[src/rtl/kyber_pke_enc.sv]
// ---------------------------------------------------------------------------
// kyber_pke_enc -- input front-end of the Kyber (k=3) PKE encryption core.
//
// Requests the 32-byte randomness r, then the 1184-byte encapsulation key
// ek (1152 bytes of packed t followed by the 32-byte seed rho), and
// byte-decodes t into 3*N 12-bit coefficients held in an internal RAM.
// Downstream stages read r_mem, ek_mem (rho) and coeff_mem once done is high.
//
// Ports
//   clk             system clock, all logic on the rising edge
//   reset           synchronous, active-high reset
//   set             start request, honoured in IDLE and DONE only
//   readin          host presents kyber_din for address kyber_in_index
//   full_in         host has finished transferring the current data type
//   data_type[3:0]  type the host is presenting (1 = r, 2 = ek)
//   kyber_din[7:0]  input byte
//   kyber_in_index  byte address within the current data type
//   input_type[3:0] type requested by the core (0 = none, 1 = r, 2 = ek)
//   readin_ok       core accepts bytes this cycle
//   done            r and ek captured and t decoded; held until next start
// ---------------------------------------------------------------------------
module kyber_pke_enc #(
  parameter int DEPTH = 8
) (
  input  logic        clk,
  input  logic        reset,
  input  logic        set,
  input  logic        readin,
  input  logic        full_in,
  input  logic [3:0]  data_type,
  input  logic [7:0]  kyber_din,
  input  logic [15:0] kyber_in_index,
  output logic [3:0]  input_type,
  output logic        readin_ok,
  output logic        done
);

  localparam int N       = 1 << DEPTH;
  localparam int NCOEF   = 3 * N;
  localparam int TBYTES  = NCOEF * 3 / 2;
  localparam int EKBYTES = TBYTES + 32;
  localparam int CAW     = $clog2(NCOEF);
  localparam int EAW     = $clog2(EKBYTES);

  localparam logic [15:0]    R_LIMIT   = 16'd32;
  localparam logic [15:0]    EK_LIMIT  = 16'(EKBYTES);
  localparam logic [EAW-1:0] T_COUNT   = EAW'(TBYTES);
  localparam logic [EAW-1:0] T_LAST    = EAW'(TBYTES - 1);
  localparam logic [3:0]     TYPE_NONE = 4'd0;
  localparam logic [3:0]     TYPE_R    = 4'd1;
  localparam logic [3:0]     TYPE_EK   = 4'd2;

  typedef enum logic [2:0] {
    S_IDLE,
    S_LOAD_R,
    S_LOAD_EK,
    S_DECODE,
    S_DONE
  } state_t;

  // Buffers are not reset; their contents are only meaningful once done is high.
  logic [7:0]  r_mem     [0:31];
  logic [7:0]  ek_mem    [0:EKBYTES-1];
  logic [11:0] coeff_mem [0:NCOEF-1];

  state_t         state_q, state_d;
  logic [3:0]     input_type_q, input_type_d;
  logic           readin_ok_q, readin_ok_d;
  logic           done_q, done_d;

  // Decode pipeline: rd_addr issues a RAM read, rd_data/rd_vld hold the byte
  // one cycle later, and phase tracks the byte's position in its 3-byte group.
  logic [EAW-1:0] rd_addr_q, rd_addr_d;
  logic           rd_vld_q, rd_vld_d;
  logic [7:0]     rd_data_q;
  logic [EAW-1:0] proc_cnt_q, proc_cnt_d;
  logic [1:0]     phase_q, phase_d;
  logic [CAW-1:0] coef_addr_q, coef_addr_d;
  logic [7:0]     b0_q, b0_d;
  logic [3:0]     b1_hi_q, b1_hi_d;

  logic           cap_en;
  logic           r_we, ek_we;
  logic           rd_issue;
  logic           coef_we;
  logic [11:0]    coef_wdata;

  assign input_type = input_type_q;
  assign readin_ok  = readin_ok_q;
  assign done       = done_q;

  // A byte is taken only when the host's type matches what the core is asking
  // for; the address bound silently drops anything past the buffer end.
  assign cap_en = readin & readin_ok_q & (data_type == input_type_q);
  assign r_we   = cap_en && (state_q == S_LOAD_R)  && (kyber_in_index < R_LIMIT);
  assign ek_we  = cap_en && (state_q == S_LOAD_EK) && (kyber_in_index < EK_LIMIT);

  assign rd_issue = (state_q == S_DECODE) && (rd_addr_q < T_COUNT);

  // Phase 1 completes the even coefficient (low nibble of the middle byte on
  // top of the first byte); phase 2 completes the odd one (last byte on top of
  // the middle byte's high nibble).
  assign coef_we    = rd_vld_q && (phase_q != 2'd0);
  assign coef_wdata = (phase_q == 2'd1) ? {rd_data_q[3:0], b0_q}
                                        : {rd_data_q, b1_hi_q};

  always_comb begin
    state_d = state_q;
    case (state_q)
      S_IDLE:    if (set) state_d = S_LOAD_R;
      S_LOAD_R:  if (full_in && (data_type == TYPE_R)) state_d = S_LOAD_EK;
      S_LOAD_EK: if (full_in && (data_type == TYPE_EK)) state_d = S_DECODE;
      S_DECODE:  if (rd_vld_q && (proc_cnt_q == T_LAST)) state_d = S_DONE;
      S_DONE:    if (set) state_d = S_LOAD_R;
      default:   state_d = S_IDLE;
    endcase

    // Outputs are registered from the next state so they change on the same
    // edge as the state itself.
    input_type_d = TYPE_NONE;
    readin_ok_d  = 1'b0;
    done_d       = 1'b0;
    case (state_d)
      S_LOAD_R: begin
        input_type_d = TYPE_R;
        readin_ok_d  = 1'b1;
      end
      S_LOAD_EK: begin
        input_type_d = TYPE_EK;
        readin_ok_d  = 1'b1;
      end
      S_DONE:  done_d = 1'b1;
      default: ;
    endcase

    rd_addr_d   = rd_addr_q;
    rd_vld_d    = 1'b0;
    proc_cnt_d  = proc_cnt_q;
    phase_d     = phase_q;
    coef_addr_d = coef_addr_q;
    b0_d        = b0_q;
    b1_hi_d     = b1_hi_q;

    if (state_q == S_LOAD_EK) begin
      // Rearm the decoder so every run starts from byte 0.
      rd_addr_d   = '0;
      proc_cnt_d  = '0;
      phase_d     = 2'd0;
      coef_addr_d = '0;
    end else if (state_q == S_DECODE) begin
      rd_vld_d = rd_issue;
      if (rd_issue) rd_addr_d = rd_addr_q + 1'b1;
      if (rd_vld_q) begin
        proc_cnt_d = proc_cnt_q + 1'b1;
        phase_d    = (phase_q == 2'd2) ? 2'd0 : phase_q + 2'd1;
        if (phase_q == 2'd0) b0_d    = rd_data_q;
        if (phase_q == 2'd1) b1_hi_d = rd_data_q[7:4];
        if (coef_we) coef_addr_d = coef_addr_q + 1'b1;
      end
    end
  end

  always_ff @(posedge clk) begin
    if (reset) begin
      state_q      <= S_IDLE;
      input_type_q <= TYPE_NONE;
      readin_ok_q  <= 1'b0;
      done_q       <= 1'b0;
      rd_addr_q    <= '0;
      rd_vld_q     <= 1'b0;
      proc_cnt_q   <= '0;
      phase_q      <= 2'd0;
      coef_addr_q  <= '0;
      b0_q         <= 8'd0;
      b1_hi_q      <= 4'd0;
    end else begin
      state_q      <= state_d;
      input_type_q <= input_type_d;
      readin_ok_q  <= readin_ok_d;
      done_q       <= done_d;
      rd_addr_q    <= rd_addr_d;
      rd_vld_q     <= rd_vld_d;
      proc_cnt_q   <= proc_cnt_d;
      phase_q      <= phase_d;
      coef_addr_q  <= coef_addr_d;
      b0_q         <= b0_d;
      b1_hi_q      <= b1_hi_d;
    end
  end

  // RAMs: no reset, synchronous write, registered read for ek_mem.
  always_ff @(posedge clk) begin
    if (r_we) r_mem[kyber_in_index[4:0]] <= kyber_din;
  end

  always_ff @(posedge clk) begin
    if (ek_we) ek_mem[kyber_in_index[EAW-1:0]] <= kyber_din;
    if (rd_issue) rd_data_q <= ek_mem[rd_addr_q];
  end

  always_ff @(posedge clk) begin
    if (coef_we && !reset) coeff_mem[coef_addr_q] <= coef_wdata;
  end

endmodule

[config.mk]
export PLATFORM = sky130hd
export DESIGN_NAME = kyber_pke_enc
export DESIGN_NICKNAME = d
export VERILOG_FILES = /design/src/rtl/kyber_pke_enc.sv
export SDC_FILE = /design/constraint.sdc
export NUM_CORES = 1
export LEC_CHECK = 0
export CAP_MARGIN = 20
export CORE_UTILIZATION = 35
export DETAILED_ROUTE_END_ITERATION = 10
export SYNTH_ARGS = -nofsm -noshare
export SYNTH_HDL_FRONTEND = slang
export SYNTH_SLANG_ARGS = --single-unit
[constraint.sdc]
create_clock -name clk -period 1.9 [get_ports clk]
set_input_delay 0.38 -clock clk [delete_from_list [all_inputs] [get_ports clk]]
set_output_delay 0.38 -clock clk [all_outputs]
set_load 0.01 [all_outputs]
==> flow_summary.ini <==
[critical_path]
crit_type = reg -> reg
timing.rr.start = rd_addr_q[7]
cp.required_ns = 2.11
critPathLaunchType = flip-flop
r2r_setup_slack_ns = 0.21
r2r-end = rd_addr_q[9]
arrival_ns = 1.90
reg2regPathDepth = 4
cp-end-kind = flip-flop
critPathMaxFanout = 9

[sta]
rsz0062_at_grt = no
slew_violations = 0
setup_tns_ns = 0
min_period_ns = 1.692
final-hold-violation-count = 0
timing.fmax_mhz = 591.0
post-route-period-util = 0.8906
setup_viol = 0
clock_skew_ns = 0.001736

[clocking]
cts-root-buf = clkbuf_8
h-tree-depth = 2
clk_latency_ns = 0.27
cts_setup_buffers = 0
hold_buffers = 0
cts_tree = built
cts_inserted_buffers = 5
clkTransAtPathRegs_ns = 0.06
clockBufferDepth = 2
cts.repair.resized = 0
clock-sinks = 30

[synth]
yosysWarnings = 0
syn_area_um2 = 1364
syn_avg_cell_area_um2 = 8.799
ys_ff_latch = 30
synth_seq_area_share = 0.4404
yosysUniqueCellTypes = 34
syn-instance-count = 155

[placed_design]
gp_congestion = 0.7909
port_buffers = 11
hpwl_mm = 1.807

[grt]
grt_pass1_wl_mm = 4.519
antenna_found_initial = 0
grt_max_degree = 23
grt_pass1_vias = 1101
overflow = 0
grtUsageTotal = 0.1388

[cells_and_area]
ff_latch_area_um2 = 600.6
diodes = 0
post-route-util = 0.4410
syn_to_final_growth_pct = 19.27
multiInputGateArea_um2 = 725.7
nets = 206
fillerInstances = 389
post_route_cells_drive_above_1_share = 0.06395

[hold_path]
min_path_type = reg -> reg
hold-path-endpoint = rd_addr_q[10]
hold_path_startpoint = rd_addr_q[10]
holdPathStages = 2

[detailed_routing]
drt_iter0_markers = 16
wl_mm = 2.451
wire_per_inst_um = 11.14
ant_nets = 0
drc_errors = 0
vias = 1123
vias_per_cell = 5.105
dr.pass1.iters = 4

[floorplanning]
ios = 39
dieWidth_um = 64.42
fp.dieArea_um2 = 4150
initial_core_util = 0.3697
fp.coreArea_um2 = 3689
die_h_um = 64.42
fp-row-count = 22

[flow_run]
max-cap-violations = 0

[outcome]
status = finished, final reports clean

[power]
p_per_area_nw_per_um2 = 754.7
peakVddDrop_mv = 0.4788
p_leak_nw = 0.5523
==> kinds of logic (layout without fill, tap and decap cells) <==
group	count (synthesis)	after routing	synth area share
buffers and inverters	7	23	0.03027
other	1	2	0.002750
flip-flops	30	30	0.4404
adder cells (fa/ha/maj)	2	2	0.01835
AO/OA/AOI/OAI	13	13	0.06147
AND/OR/NAND/NOR	82	82	0.3165
multiplexers	2	2	0.01468
XOR/XNOR	18	18	0.1156
==> area by class of cell <==
type,count,share of cell area
clock buffer,7,0.05308
timing repair buffer,14,0.08923
sequential,30,0.3692
tap,48,0.03692
multi-input combinational,119,0.4462
clock inverter,1,0.003077
inverter,1,0.002308
==> worst max-delay path, cell delays in order, from the launching register on <==
cell and delay (ns):
dfxtp_1 0.34, o31a_1 0.41, or3_1 0.38, or3_1 0.34, a21oi_1 0.15
==> state kept, by name (all words and copies together) (netlist names) <==
register	flops
proc_cnt_q	11
rd_addr_q	11
state_q	3
input_type	2
done	1
rd_vld_q	1
readin_ok	1
==> cell usage after synthesis, drive strengths merged <==
master,number,area (µm²)
nor2,23,86.33
o211a,1,10.01
nor3b,4,30.03
o21ai,1,5.000
or2,1,6.260
nand2b,2,12.51
nand3b,1,7.510
nand4,7,43.79
nand2,11,41.29
a31oi,3,18.77
a21oi,5,25.02
nand3,6,30.03
and3b,1,8.760
a31o,1,8.760
clkbuf,3,11.26
nor4b,2,17.52
nor4,8,50.05
inv,1,3.750
and3,3,18.77
mux2i,2,20.02
conb,1,3.750
dfxtp,30,600.6
nand4b,1,8.760
xnor2,13,113.9
o31a,1,8.760
buf,3,26.27
and4b,1,10.01
nor3,7,35.03
or3,2,12.51
o31ai,1,7.510
nor2b,2,12.51
ha,2,25.02
xor2,5,43.79
==> report_power, final <==
part           switching (W)  total (W)  internal (W)  leakage, nW
clock               0.000219   0.000510      0.000291       0.0482
sequential        0.00000559   0.000643      0.000637        0.242
combinational      0.0000352  0.0000745     0.0000393        0.262
==> worst max path at each step <==
stage | start | endpoint | slack, ns | cells past startpoint
2_1_floorplan | rd_addr_q[7] | rd_addr_q[9] | 0.29 | 5
3_3_place_gp | data_type[1] | readin_ok | 0.11 | 5
3_5_place_dp | data_type[1] | readin_ok | 0.09 | 5
4_1_cts | rd_addr_q[7] | rd_addr_q[9] | 0.20 | 4
5_1_grt | rd_addr_q[7] | rd_addr_q[9] | 0.1 | 4
6_report | rd_addr_q[7] | rd_addr_q[9] | 0.21 | 4
==> layout by cell type, fill, tap and decap left out, types with 3 or more instances in the layout <==
cell / synthesis / routed
xnor2_1: 13 / 13
xor2_1: 5 / 5
a31oi_1: 3 / 3
nor2_1: 23 / 23
nand2_1: 11 / 11
and3_1: 3 / 3
nor4_1: 8 / 8
clkdlybuf4s50_1: 0 / 11
dfxtp_1: 30 / 30
nand3_1: 6 / 6
clkbuf_8: 0 / 6
a21oi_1: 5 / 5
nor3b_1: 4 / 4
nor3_1: 7 / 7
nand4_1: 7 / 7
==> metrics by stage <==
step	std cells	total power (W)	hold WS [ns]	area (µm²)	setup slack (ns)
finish	220	0.001228	0.4840	1627	0.2078
global route	220	0.001290	0.5313	1627	0.09767
CTS	220	0.001248	0.4808	1627	0.2017
detailed placement	212	0.0007321	0.4676	1535	0.08637
global placement	212	0.0007307	0.4568	1535	0.1115
floorplan	156	0.0006931	0.4372	1368	0.2879
==> per-layer routing <==
| layer | track usage | part of all wire |
|---|---|---|
| met1 | 0.1544 | 0.46 |
| met2 | 0.2421 | 0.48 |
| met3 | 0.04401 | 0.042 |
| met4 | 0.05833 | 0.018 |
| met5 | 0 | 0 |
Power figures use the tool's default switching activity.
